**config.mk**
```make
export PLATFORM = sky130hd
export DESIGN_NAME = operand_fetch
export DESIGN_NICKNAME = d
export VERILOG_FILES = /design/src/rtl/operand_fetch.sv
export SDC_FILE = /design/constraint.sdc
export NUM_CORES = 1
export LEC_CHECK = 0
export BUFFER_PORTS_ARGS = -buffer_cell sky130_fd_sc_hd__buf_4
export CAP_MARGIN = 20
export CORE_MARGIN = 2
export CORE_UTILIZATION = 35
export CTS_BUF_LIST = sky130_fd_sc_hd__clkbuf_16
export DETAILED_ROUTE_END_ITERATION = 12
export PLACE_DENSITY_LB_ADDON = 0.12
export SETUP_SLACK_MARGIN = 0.15
export SYNTH_ARGS = -nofsm -noshare
export SYNTH_HDL_FRONTEND = slang
export SYNTH_SLANG_ARGS = --single-unit
export TNS_END_PERCENT = 10
```
**constraint.sdc**
```tcl
create_clock -name clk -period 3.2 [get_ports clk]
set_clock_uncertainty 0.15 [all_clocks]
set_input_delay 0.96 -clock clk [delete_from_list [all_inputs] [get_ports clk]]
set_output_delay 0.96 -clock clk [all_outputs]
set_load 0.03 [all_outputs]
```
**src/rtl/operand_fetch.sv**
```systemverilog
// Operand fetch stage: captures one decoded instruction, waits out RAW/WAW hazards
// against a pending-write scoreboard, reads the regfile and hands operands to execute.
module operand_fetch #(
  parameter int REG_WIDTH   = 32,
  parameter int REG_ADDR_W  = 5,
  parameter int REGFILE_NUM = 32
) (
  input  logic                  clk,
  input  logic                  rst,
  input  logic                  flush,
  input  logic                  id_vld,
  output logic                  id_rdy,
  input  logic                  id_rs1_en,
  input  logic                  id_rs2_en,
  input  logic [REG_ADDR_W-1:0] id_rs1_addr,
  input  logic [REG_ADDR_W-1:0] id_rs2_addr,
  input  logic                  id_rd_en,
  input  logic [REG_ADDR_W-1:0] id_rd_addr,
  output logic                  rs1_en,
  output logic                  rs2_en,
  output logic [REG_ADDR_W-1:0] rs1_addr,
  output logic [REG_ADDR_W-1:0] rs2_addr,
  input  logic [REG_WIDTH-1:0]  rs1_data,
  input  logic [REG_WIDTH-1:0]  rs2_data,
  input  logic                  wr_en,
  input  logic [REG_ADDR_W-1:0] wr_addr,
  input  logic [REG_WIDTH-1:0]  wr_data,
  output logic                  ex_vld,
  input  logic                  ex_rdy,
  output logic [REG_WIDTH-1:0]  ex_op1,
  output logic [REG_WIDTH-1:0]  ex_op2,
  output logic                  ex_rd_en,
  output logic [REG_ADDR_W-1:0] ex_rd_addr
);

  typedef enum logic [1:0] {IDLE, CHECK, READ, HOLD} state_e;

  state_e                  state_q;
  logic [REGFILE_NUM-1:0]  sb_q, sb_d;
  logic                    rs1_used_q, rs2_used_q, rd_en_q;
  logic [REG_ADDR_W-1:0]   rs1_addr_q, rs2_addr_q, rd_addr_q;
  logic                    issue_q, issue_d;
  logic                    rs1_en_q, rs2_en_q;
  logic                    byp1_vld_q, byp2_vld_q;
  logic [REG_WIDTH-1:0]    byp1_q, byp2_q;
  logic                    id_rdy_q, ex_vld_q, ex_rd_en_q;
  logic [REG_WIDTH-1:0]    ex_op1_q, ex_op2_q;
  logic [REG_ADDR_W-1:0]   ex_rd_addr_q;

  logic                    capture;
  logic                    n_rs1_used, n_rs2_used, n_rd_en;
  logic [REG_ADDR_W-1:0]   n_rs1_addr, n_rs2_addr, n_rd_addr;
  logic [REG_WIDTH-1:0]    op1_sel, op2_sel;

  function automatic logic hazard_f(
    input logic [REGFILE_NUM-1:0] sb,
    input logic                   u1,
    input logic [REG_ADDR_W-1:0]  a1,
    input logic                   u2,
    input logic [REG_ADDR_W-1:0]  a2,
    input logic                   ud,
    input logic [REG_ADDR_W-1:0]  ad
  );
    return (u1 && (a1 != '0) && sb[a1]) ||
           (u2 && (a2 != '0) && sb[a2]) ||
           (ud && (ad != '0) && sb[ad]);
  endfunction

  // Read enables are registered, so the issue decision for the next cycle is made
  // against the scoreboard and instruction fields as they will be after this edge.
  always_comb begin
    // NOTE: every signal gets a default first so no path leaves one unassigned (no latches).
    capture    = (state_q == IDLE) && id_vld && !flush;
    n_rs1_used = capture ? id_rs1_en   : rs1_used_q;
    n_rs2_used = capture ? id_rs2_en   : rs2_used_q;
    n_rd_en    = capture ? id_rd_en    : rd_en_q;
    n_rs1_addr = capture ? id_rs1_addr : rs1_addr_q;
    n_rs2_addr = capture ? id_rs2_addr : rs2_addr_q;
    n_rd_addr  = capture ? id_rd_addr  : rd_addr_q;

    sb_d = sb_q;
    if (wr_en) sb_d[wr_addr] = 1'b0;
    // The set is applied after the clear so a same-address set wins.
    if ((state_q == READ) && !flush && rd_en_q && (rd_addr_q != '0)) sb_d[rd_addr_q] = 1'b1;
    sb_d[0] = 1'b0;

    issue_d = (capture || ((state_q == CHECK) && !issue_q && !flush)) &&
              !hazard_f(sb_d, n_rs1_used, n_rs1_addr, n_rs2_used, n_rs2_addr,
                        n_rd_en, n_rd_addr);

    op1_sel = '0;
    if (rs1_used_q && (rs1_addr_q != '0)) op1_sel = byp1_vld_q ? byp1_q : rs1_data;
    op2_sel = '0;
    if (rs2_used_q && (rs2_addr_q != '0)) op2_sel = byp2_vld_q ? byp2_q : rs2_data;
  end

  // NOTE: all state, the scoreboard included, updates with non-blocking assignments
  // and is cleared by the asynchronous reset.
  always_ff @(posedge clk or negedge rst) begin
    if (!rst) begin
      state_q      <= IDLE;
      sb_q         <= '0;
      rs1_used_q   <= 1'b0;
      rs2_used_q   <= 1'b0;
      rd_en_q      <= 1'b0;
      rs1_addr_q   <= '0;
      rs2_addr_q   <= '0;
      rd_addr_q    <= '0;
      issue_q      <= 1'b0;
      rs1_en_q     <= 1'b0;
      rs2_en_q     <= 1'b0;
      byp1_vld_q   <= 1'b0;
      byp2_vld_q   <= 1'b0;
      byp1_q       <= '0;
      byp2_q       <= '0;
      id_rdy_q     <= 1'b1;
      ex_vld_q     <= 1'b0;
      ex_op1_q     <= '0;
      ex_op2_q     <= '0;
      ex_rd_en_q   <= 1'b0;
      ex_rd_addr_q <= '0;
    end else begin
      sb_q     <= sb_d;
      issue_q  <= issue_d;
      rs1_en_q <= issue_d && n_rs1_used;
      rs2_en_q <= issue_d && n_rs2_used;

      case (state_q)
        IDLE: begin
          if (capture) begin
            rs1_used_q <= id_rs1_en;
            rs2_used_q <= id_rs2_en;
            rd_en_q    <= id_rd_en;
            rs1_addr_q <= id_rs1_addr;
            rs2_addr_q <= id_rs2_addr;
            rd_addr_q  <= id_rd_addr;
            id_rdy_q   <= 1'b0;
            state_q    <= CHECK;
          end
        end
        CHECK: begin
          if (flush) begin
            id_rdy_q <= 1'b1;
            state_q  <= IDLE;
          end else if (issue_q) begin
            // Writeback landing in the issue cycle is missed by the regfile read.
            byp1_vld_q <= wr_en && rs1_used_q && (rs1_addr_q != '0) && (wr_addr == rs1_addr_q);
            byp2_vld_q <= wr_en && rs2_used_q && (rs2_addr_q != '0) && (wr_addr == rs2_addr_q);
            byp1_q     <= wr_data;
            byp2_q     <= wr_data;
            state_q    <= READ;
          end
        end
        READ: begin
          if (flush) begin
            id_rdy_q <= 1'b1;
            state_q  <= IDLE;
          end else begin
            ex_op1_q     <= op1_sel;
            ex_op2_q     <= op2_sel;
            ex_rd_en_q   <= rd_en_q;
            ex_rd_addr_q <= rd_addr_q;
            ex_vld_q     <= 1'b1;
            state_q      <= HOLD;
          end
        end
        HOLD: begin
          if (flush || ex_rdy) begin
            ex_vld_q <= 1'b0;
            id_rdy_q <= 1'b1;
            state_q  <= IDLE;
          end
        end
        default: begin
          id_rdy_q <= 1'b1;
          state_q  <= IDLE;
        end
      endcase
    end
  end

  assign id_rdy     = id_rdy_q;
  assign rs1_en     = rs1_en_q;
  assign rs2_en     = rs2_en_q;
  assign rs1_addr   = rs1_addr_q;
  assign rs2_addr   = rs2_addr_q;
  assign ex_vld     = ex_vld_q;
  assign ex_op1     = ex_op1_q;
  assign ex_op2     = ex_op2_q;
  assign ex_rd_en   = ex_rd_en_q;
  assign ex_rd_addr = ex_rd_addr_q;

endmodule

```
==> metrics.md <==
| Metric | Value |
|---|---|
| Run status | finished, final reports clean |
| Fmax | 0.334 GHz |
| Fraction of registers with async set/reset | 1.00 |
| Crit-path cells | buf_4 -> nand3b_1 -> buf_6 -> bufbuf_16 -> mux2_4 -> nor2_1 -> a41oi_2 -> o311ai_2 -> nor4b_2 -> nand4_1 -> nor3b_2 |
| First-pass GRT wire length | ~45 mm |
| Worst slew pin tran | 0.719 ns |
| Total CTS buffers | 17 |
| Layout Nets | around 1200 |
| GP Congestion | 0.910 |
| Post-Syn Instances | 815 |
| Startpoint types | input pin |
| Compound-Gate Fraction of Synth Area | 0.154 |
| Post-Synth Simple-Gate Area | 0.143 |
| Worst setup EP type | flop |
| Chip Width | between 150 and 200 µm |
| Synth area leader | dfrtp_1 |
| Worst Setup Path Type | in -> reg |
| Synth Flop Type | dfrtp_1 |
| Final Slew Violations | 0 |
| Fraction of layout cells with a size suffix above 1 | 0.400 |
| M1 WL | 12.7 mm |
| Worst Path Arrival | 3.19 ns |
| Pleak | 5.43 nW |
| Uppermost layer routed | met4 |
| Non-Filler Instances | 1450 |
| Xor and xnor area share after synthesis | 0.0105 |
| Min Clock Period, post-route | between 2 and 3 ns |
| CTS Root Cell | clkbuf_16 |
| Crit Path Max Fanout | 6 |
| Port bufs | 208 |
| Met2 wire len | 13.4 mm |
| Largest family of logic cells by synthesized area | multiplexers |
| Area growth, synth to finish | 41.1% |
| Worst relative slew slack | 0.520 |
| Hold Vio Cnt, Final | 0 |
| Req. time, crit path | 3.39 ns |
| Avg Cell Area, Syn | 10.3 µm² |
| Number of global-route vias before repair | ~7500 |
| Total power | ~10 mW |
| Post-synthesis sequential area ratio | 0.478 |
| Yosys cell types | 64 |
| Via density per instance | 5.22 |
| Syn Nets | approximately 950 |
| Worst-skew pair later-pin latency | 0.43 ns |
| Final count of negative-setup-slack endpoints | 0 |
| Top cell type's share of synthesized area | 0.475 |
| VDD IR max | 0.382 mV |
| Critical Path Max Stage Delay | 0.32 ns |
| Detail Route Antenna Nets | 0 |
| Worst Hold Class | in -> async |
| Post-synthesis adder-cell area fraction | 0.00747 |
| Detailed Routing Iterations Pass 1 | 5 |
| Clock Sinks | 160 |
| Mapped cell area | 0.00838 mm² |
| Initial antenna violation count | 0 |
| Largest net degree at the start of global routing | 53 |
| Initial DRC Count | 551 |
| DR WL/cell | 19.6 µm |
| CTS tree | yes |
| Inst Count DP | 1411 |
| IO Count | 209 |
| H-tree depth | 4 |
| Max clock buf depth | 2 |
| Final period util | 0.937 |
| Diode count | 0 |
| GRT overflow | 0 |
| Power Density | 887 mW/mm² |
| Post-synth EDFFs | 0 |
| Tot GR Track Use | 0.226 |
| Routed WL | 28.4 mm |
| Clk slew on worst S/H paths | 0.07 ns |
| Max cap viols | 0 |
| Hold Slack | 0.321 ns |
| Die area | around 0.025 mm² |
| Die H | 159 µm |
| Final Util | 0.504 |
| Vias | 7573 |
| Critical-path top delay cell | nor4b_2 |
| Core Footprint | 0.0235 mm² |
| Synthesized flop and latch total | 160 |
| Site row count | 56 |
| Initial cell density of the core | 0.357 |
| RSZ-0062 raised after global routing | no |
| Metal3 WL | 1.62 mm |
| Synthesis warning total | 0 |
| Post-synthesis mux area share | 0.166 |
| Detailed-placement wirelength estimate | 21.2 mm |
| Largest cells by area after synthesis | dfrtp_1, mux2i_1, o31ai_1, nand2_1, mux2_2 |
| Residual DRC count | 0 |
cells in the mapped netlist (3+ instances only):
cell type and number:
nor2_1 11, clkbuf_1 35, xor2_1 8, nand3b_1 5
nor3_1 9, o211ai_1 13, nand2b_1 3, o22ai_1 7
o31ai_1 70, nand4bb_1 3, mux2_2 40, mux2i_4 6
inv_1 19, mux2i_1 72, ha_1 5, nor2b_1 6
buf_2 6, nand4b_1 6, o21ai_0 67, nor4_1 10
buf_6 3, nand3_1 36, a21oi_1 11, buf_1 6
nor3b_1 5, a311oi_1 3, nand2_1 129, o2111ai_1 8
dfrtp_1 159, nand4_1 9
per-layer routing:
metal / vias up / track usage
met3: 42 / 0.0449
met2: 257 / 0.361
li1: 3617 / -
met1: 3657 / 0.306
met4: 0 / 0.0801
met5: - / 0
kinds of logic after synthesis:
group	count (synthesis)
DFF	160
AOI/OAI and AO/OA	196
muxes	123
buffers and inverters	76
and+or+nand+nor	245
adders and majority gates	5
xor gates and xnor gates	10
registers in the layout, indices dropped and copies added (netlist names), 2 cells and up:
signal,flops
state_q,2
rs2_addr,5
ex_rd_addr,5
sb_q,31
ex_op2,32
rs1_addr,5
byp2_q,32
ex_op1,32
rd_addr_q,5
worst max-delay path: cells and delay by family:
kind | cells | cell delay (ns)
AOI/OAI and AO/OA | 2 | 0.39
buffers and inverters | 3 | 0.53
muxes | 1 | 0.22
and+or+nand+nor | 5 | 1.09
worst paths after layout:
kind,from,endpoint,slack [ns],cells past startpoint
setup / recovery,flush,rs2_en,0.20,11
min in group clk,id_rdy,id_rdy,0.32,2
hold reg to reg,id_rdy,id_rdy,0.32,2
hold / removal,rst,ex_op1[18],0.32,1
max in group asynchronous,rst,ex_op2[30],1.88,2
setup reg to reg,state_q[1],rs2_en,0.25,12
metrics by stage:
step / setup WS, ns / setup TNS [ns] / area, µm²
6_report: 0.202 / 0 / 11800
5_1_grt: 0.104 / 0 / 11800
4_1_cts: 0.173 / 0 / 11700
3_5_place_dp: -0.302 / -0.811 / 11100
3_3_place_gp: -0.236 / -0.618 / 11100
2_1_floorplan: 0.157 / 0 / 8380
layout make-up:
type | instances | area (µm²)
timing repair buffer | 338 | 2620
clock inverter | 15 | 148
sequential | 160 | 4010
tap | 319 | 399
fill | 2223 | 11700
clock buffer | 17 | 425
inverter | 22 | 85.1
multi-input combinational | 579 | 4140
where the power goes:
group          switching, mW  internal [mW]  total [mW]
logic                   2.93           2.10        5.02
clock network          0.959           1.03        1.99
registers              0.679           2.79        3.47
placed cells by master, fill, tap and decap left out, types with 10 or more instances in the layout:
master,count
a21oi_1,10
buf_4,331
clkbuf_16,17
dfrtp_1,157
inv_1,12
mux2_2,37
mux2i_1,71
nand2_1,127
nand3_1,35
nor2_1,11
nor4_1,10
o211ai_1,13
o21ai_0,52
o21ai_1,13
o31ai_1,70
timing repair:
| action | in CTS | in global routing |
|---|---|---|
| gates cloned | 1 | 0 |
| setup endpoints to repair | 3 | 3 |
| pin swaps | 3 | 6 |
| setup buffers | 2 | 4 |
| gates resized for setup | 10 | 32 |
| hold buffers | 0 | 0 |
(Power assumes the default switching activity.)
